`config.mk`:
```
export PLATFORM = sky130hd
export DESIGN_NAME = alu_decode_stage
export DESIGN_NICKNAME = d
export VERILOG_FILES = /design/src/rtl/alu_decode_stage.sv
export SDC_FILE = /design/constraint.sdc
export NUM_CORES = 1
export LEC_CHECK = 0
export CAP_MARGIN = 5
export CORE_ASPECT_RATIO = 1.2
export CORE_MARGIN = 2
export CORE_UTILIZATION = 30
export DETAILED_ROUTE_END_ITERATION = 8
export PLACE_DENSITY_LB_ADDON = 0.2
export SLEW_MARGIN = 20
export SYNTH_ARGS = -nofsm -noshare
export SYNTH_HDL_FRONTEND = slang
export SYNTH_SLANG_ARGS = --single-unit
```
`constraint.sdc`:
```
create_clock -name clk -period 5.5 [get_ports clk]
set_clock_uncertainty 0.1 [all_clocks]
set_input_delay 1.375 -clock clk [delete_from_list [all_inputs] [get_ports clk]]
set_output_delay 1.375 -clock clk [all_outputs]
set_load 0.02 [all_outputs]
```
`src/rtl/alu_decode_stage.sv`:
```
// RV32I decode stage feeding the ALU: decodes instr + regfile data into a registered
// ALU bundle behind a valid/ready handshake with a 2-entry (output + skid) buffer.
module alu_decode_stage #(
  parameter int unsigned XLEN = 32
) (
  input  logic            clk,
  input  logic            rst_n,
  input  logic            in_valid,
  output logic            in_ready,
  input  logic [31:0]     instr,
  input  logic [XLEN-1:0] pc,
  input  logic [XLEN-1:0] rs1_data,
  input  logic [XLEN-1:0] rs2_data,
  output logic            out_valid,
  input  logic            out_ready,
  output logic [3:0]      aluop,
  output logic [XLEN-1:0] opr_a,
  output logic [XLEN-1:0] opr_b,
  output logic [4:0]      rd_addr,
  output logic            rd_we,
  output logic            illegal
);

  localparam logic [3:0] OpAdd  = 4'b0000;
  localparam logic [3:0] OpSub  = 4'b0001;
  localparam logic [3:0] OpSll  = 4'b0010;
  localparam logic [3:0] OpSlt  = 4'b0011;
  localparam logic [3:0] OpSltu = 4'b0100;
  localparam logic [3:0] OpXor  = 4'b0101;
  localparam logic [3:0] OpSrl  = 4'b0110;
  localparam logic [3:0] OpSra  = 4'b0111;
  localparam logic [3:0] OpOr   = 4'b1000;
  localparam logic [3:0] OpAnd  = 4'b1001;

  localparam logic [6:0] F7Zero = 7'b0000000;
  localparam logic [6:0] F7Alt  = 7'b0100000;

  typedef struct packed {
    logic            illegal;
    logic            rd_we;
    logic [4:0]      rd_addr;
    logic [3:0]      aluop;
    logic [XLEN-1:0] opr_a;
    logic [XLEN-1:0] opr_b;
  } bundle_t;

  function automatic logic [3:0] f3_op(input logic [2:0] funct3);
    logic [3:0] op;
    unique case (funct3)
      3'b000:  op = OpAdd;
      3'b001:  op = OpSll;
      3'b010:  op = OpSlt;
      3'b011:  op = OpSltu;
      3'b100:  op = OpXor;
      3'b101:  op = OpSrl;
      3'b110:  op = OpOr;
      default: op = OpAnd;
    endcase
    return op;
  endfunction

  logic [6:0]      opcode, funct7;
  logic [2:0]      funct3;
  logic [XLEN-1:0] imm_i, imm_s, imm_u, shamt;
  bundle_t         dec;

  assign opcode = instr[6:0];
  assign funct3 = instr[14:12];
  assign funct7 = instr[31:25];
  assign imm_i  = {{(XLEN-12){instr[31]}}, instr[31:20]};
  assign imm_s  = {{(XLEN-12){instr[31]}}, instr[31:25], instr[11:7]};
  assign imm_u  = {{(XLEN-32){instr[31]}}, instr[31:12], 12'b0};
  assign shamt  = {{(XLEN-5){1'b0}}, instr[24:20]};

  always_comb begin
    dec         = '0;
    dec.rd_we   = 1'b1;
    dec.rd_addr = instr[11:7];
    dec.aluop   = OpAdd;
    dec.opr_a   = rs1_data;
    unique case (opcode)
      7'b0110011: begin
        dec.opr_b = rs2_data;
        dec.aluop = f3_op(funct3);
        if (funct7 == F7Alt && funct3 == 3'b000)      dec.aluop = OpSub;
        else if (funct7 == F7Alt && funct3 == 3'b101) dec.aluop = OpSra;
        else if (funct7 != F7Zero)                    dec.illegal = 1'b1;
      end
      7'b0010011: begin
        dec.opr_b = imm_i;
        dec.aluop = f3_op(funct3);
        // Shift immediates carry funct7 in the upper immediate bits.
        if (funct3 == 3'b001) begin
          dec.opr_b = shamt;
          if (funct7 != F7Zero) dec.illegal = 1'b1;
        end else if (funct3 == 3'b101) begin
          dec.opr_b = shamt;
          if (funct7 == F7Alt)        dec.aluop = OpSra;
          else if (funct7 != F7Zero)  dec.illegal = 1'b1;
        end
      end
      7'b0110111: begin
        dec.opr_a = '0;
        dec.opr_b = imm_u;
      end
      7'b0010111: begin
        dec.opr_a = pc;
        dec.opr_b = imm_u;
      end
      7'b0000011: dec.opr_b = imm_i;
      7'b0100011: begin
        dec.opr_b = imm_s;
        dec.rd_we = 1'b0;
      end
      default: dec.illegal = 1'b1;
    endcase
    if (dec.illegal) begin
      dec         = '0;
      dec.illegal = 1'b1;
    end
    if (dec.rd_addr == 5'd0) dec.rd_we = 1'b0;
  end

  bundle_t out_q, skid_q;
  logic    out_valid_q, out_valid_d;
  logic    skid_valid_q, skid_valid_d;
  logic    in_ready_q;
  logic    in_xfer, out_load;

  assign in_xfer  = in_valid && in_ready_q;
  // Output register may take a new bundle when empty or handing its current one off.
  assign out_load = !out_valid_q || out_ready;

  always_comb begin
    out_valid_d  = out_valid_q;
    skid_valid_d = skid_valid_q;
    if (out_load) begin
      out_valid_d  = skid_valid_q || in_xfer;
      skid_valid_d = 1'b0;
    end else if (in_xfer) begin
      skid_valid_d = 1'b1;
    end
  end

  always_ff @(posedge clk or negedge rst_n) begin
    if (!rst_n) begin
      out_q        <= '0;
      skid_q       <= '0;
      out_valid_q  <= 1'b0;
      skid_valid_q <= 1'b0;
      in_ready_q   <= 1'b1;
    end else begin
      out_valid_q  <= out_valid_d;
      skid_valid_q <= skid_valid_d;
      in_ready_q   <= !skid_valid_d;
      if (out_load) begin
        if (skid_valid_q) out_q <= skid_q;
        else if (in_xfer) out_q <= dec;
      end else if (in_xfer) begin
        skid_q <= dec;
      end
    end
  end

  assign in_ready  = in_ready_q;
  assign out_valid = out_valid_q;
  assign aluop     = out_q.aluop;
  assign opr_a     = out_q.opr_a;
  assign opr_b     = out_q.opr_b;
  assign rd_addr   = out_q.rd_addr;
  assign rd_we     = out_q.rd_we;
  assign illegal   = out_q.illegal;

endmodule

```
==> summary.md <==
| Metric | Value |
|---|---|
| Outcome | finished clean |
| Yosys cell types | 42 |
| Crit-path cells | clkdlybuf4s50_1 > o21ai_0 > or3_4 > buf_4 > o21ai_2 |
| Post-CTS Resized | 0 |
| Routed WL per cell | 19.0 µm |
| Simple-gate share of the synthesized area | 17.6% |
| Tcrit/Tclk final | 71.6% |
| Worst-Skew Late Latency | 0.42 ns |
| TritonCTS Buffers | 17 |
| Port bufs | 208 |
| Root Buffer | clkbuf_16 |
| Starting DRT DRC Count | 318 |
| Synth Flop Type | dfrtp_1 |
| DRC viols | 0 |
| Total track usage | 19.1% |
| Nets | 1105 |
| Lkg Pwr | 4.67 nW |
| Tot Pwr | 2.68 mW |
| Post-Syn Nets | 934 |
| Die extent in y | 178 µm |
| Crit path time final | 3.94 ns |
| XOR/XNOR Fraction of Synth Area | 0% |
| CP Max Fanout | 36 |
| Worst path max stage delay | 0.73 ns |
| Layout cells sized above 1 | 12.4% |
| Clock sink count | 153 |
| Sequential power share | 43.7% |
| Core Util, Final | 41.8% |
| Synth top area cells | dfrtp_1 50%, a21oi_1 9.9%, and3_1 8.9% |
| Sequential share of the synthesized area | 50.7% |
| Clock power frac | 42.1% |
| Max-cap violations | 0 |
| Type of origin of the critical path | primary input |
| PD cells | 260 nW/µm² |
| Comb pwr share | 14.2% |
| Cell taking the most area after synthesis | dfrtp_1 |
| Initial Util | 30.5% |
| Most numerous cell in the Yosys netlist | dfrtp_1 |
| Die area | 26500 µm² |
| Fill cells | 2511 |
| Setup TNS | 0 ns |
| Avg Synthesized Cell Area | 9.43 µm² |
| Initial antenna violation count | 0 |
| Synthesized instance count | 802 |
| # rows | 63 |
| DPL Wire Length | 16300 µm |
| Ys async rst share | 100% |
| Ant diodes | 0 |
| Final setup violation count | 0 |
| Chip width | 149 µm |
| Top Ports | 209 |
| Yosys warns | 0 |
| Largest net degree at the start of global routing | 93 |
| Routed Antenna Nets | 0 |
| Register area | 3830 µm² |
| GP Congestion | 0.813 |
| Critical Path Sink Type | flop |
| Mapped Area | 7560 µm² |
| Core area | 24800 µm² |
| Synth top area share | 50.3% |
| Gr ovfl total | 0 |
| First-pass GRT wire length | 38800 µm |
| RSZ-0062 raised after global routing | false |
| FMAX | 0.254 GHz |
| Hold_buf cts | 0 |
| CTS max path bufs | 2 |
| Footprint of the multi-input gates | 3320 µm² |
| Number of global-route vias before repair | 6550 |
| Hold Crit Class | flop to flop |
| Final count of hold timing violations | 0 |
| CTS tree | yes |
| Yosys reg bits | 153 |
| Via Count | 6638 |
| Worst slew pin tran | 0.952 ns |
| Final Max Tran Viols | 0 |
| Sw Share | 27.6% |
| Layout area overhead | 36.7% |
| Crit path DAT | 4.13 ns |
| Synth top cells by count | 152 x dfrtp_1, 150 x a21oi_1, 107 x and3_1, 105 x nand2_1, 60 x o21ai_2 |
| # H-tree levels | 4 |
| DR pass1 iterations | 4 |
| Largest family of logic cells by synthesized area | compound AO/OA/AOI/OAI gates |
| Post-synthesis mux area share | 0.662% |
| VDD IR max | 0.180 mV |
| Compound-Gate Fraction of Synth Area | 25.4% |
| Final wirelength | 25000 µm |
| Clock slew at reported path FFs | 0.06 ns |
| Post-synth EDFFs | 0 |
| Post-CTS Setup Bufs | 0 |
| Internal Pwr Total | 1.94 mW |
| Via/cell ratio | 5.06 |
| Switch Pwr | 0.740 mW |
| Slowest-stage cell, CP | or3_4 |
| Critical path class | primary input to flop |
| Slew headroom | 36.6% |
| Req. time, crit path | 5.69 ns |
| Adder-cell share of the synthesized area | 0% |
power groups by stage:
stage | sequential, mW | combinational [mW] | clock, mW
after floorplan | 1.21 | 0.138 | 0
after global placement | 1.19 | 0.385 | 0
after detailed placement | 1.19 | 0.384 | 0
after CTS | 1.17 | 0.386 | 1.16
after global routing | 1.18 | 0.412 | 1.22
final | 1.17 | 0.380 | 1.13
registers in the layout, indices dropped and copies added, names as in the netlist:
| name | flops |
|---|---|
| in_ready | 1 |
| illegal | 1 |
| rd_we | 1 |
| rd_addr | 5 |
| skid_q | 75 |
| skid_valid_q | 1 |
| opr_a | 32 |
| opr_b | 32 |
| aluop | 4 |
| out_valid | 1 |
through the flow:
step	hold slack [ns]	instance area, µm²	cells	setup WS [ns]
2_1_floorplan	0.341	7560	802	2.45
3_3_place_gp	0.352	9770	1279	1.19
3_5_place_dp	0.357	9770	1279	1.12
4_1_cts	0.372	10300	1311	1.57
5_1_grt	0.392	10300	1311	1.40
6_report	0.370	10300	1311	1.56
final timing paths:
kind                                   startpoint                endpoint  slack [ns]  cells past startpoint
min reg2reg                skid_q[38]$_DFFE_PN0P_  skid_q[38]$_DFFE_PN0P_        0.37                      2
min in group asynchronous                   rst_n   opr_a[18]$_DFFE_PN0P_        0.94                      1
max in group asynchronous                   rst_n  skid_valid_q$_DFF_PN0_        3.26                      2
min                        skid_q[38]$_DFFE_PN0P_  skid_q[38]$_DFFE_PN0P_        0.37                      2
max reg2reg                skid_valid_q$_DFF_PN0_   opr_b[21]$_DFFE_PN0P_        2.68                      5
max                                      instr[4]  skid_q[26]$_DFFE_PN0P_        1.56                      5
kinds of logic after synthesis:
group                  after synthesis
AOI/OAI and AO/OA                  315
buffers and inverters               75
DFF                                153
muxes                                5
and+or+nand+nor                    254
worst max-delay path, delay by kind of cell:
kind | cells | cell delay (ns)
simple gates | 1 | 0.73
compound gates | 2 | 0.77
buf+inv | 2 | 1.24
layer usage:
layer | vias up | GRT usage (%) | part of all wire, %
met3 | 29 | 4.50 | 5.3
met4 | 0 | 6.98 | 2.7
met1 | 3212 | 25.5 | 44
li1 | 3212 | - | -
met5 | - | 0 | 0
met2 | 185 | 30.1 | 48
layout by cell type (no fill, tap or decap), types with 2 or more instances in the layout:
master	synthesis	final
clkdlybuf4s50_1	0	207
dfrtp_1	152	151
a21oi_1	150	150
and3_1	107	106
nand2_1	105	105
o21ai_2	60	60
o21ai_0	59	59
o21ai_1	19	19
clkbuf_16	0	17
buf_4	0	14
a22o_1	12	12
nor2_1	10	10
nand3_1	7	7
clkinv_4	0	6
inv_1	5	5
mux2i_1	5	5
a221o_1	5	5
o31ai_1	4	4
inv_6	0	4
nor2b_1	3	3
nor3_1	3	3
or4_1	2	2
clkinv_2	0	2
clkinvlp_4	0	2
cell type report:
type | instances | area share, %
repair buffers | 222 | 21.2
clock inverters | 15 | 1.38
flip-flops and latches | 153 | 37.1
inverters | 5 | 0.182
well taps | 325 | 3.94
clock buffers | 17 | 4.12
multi-input cells | 574 | 32.1
(Power assumes the default switching activity.)
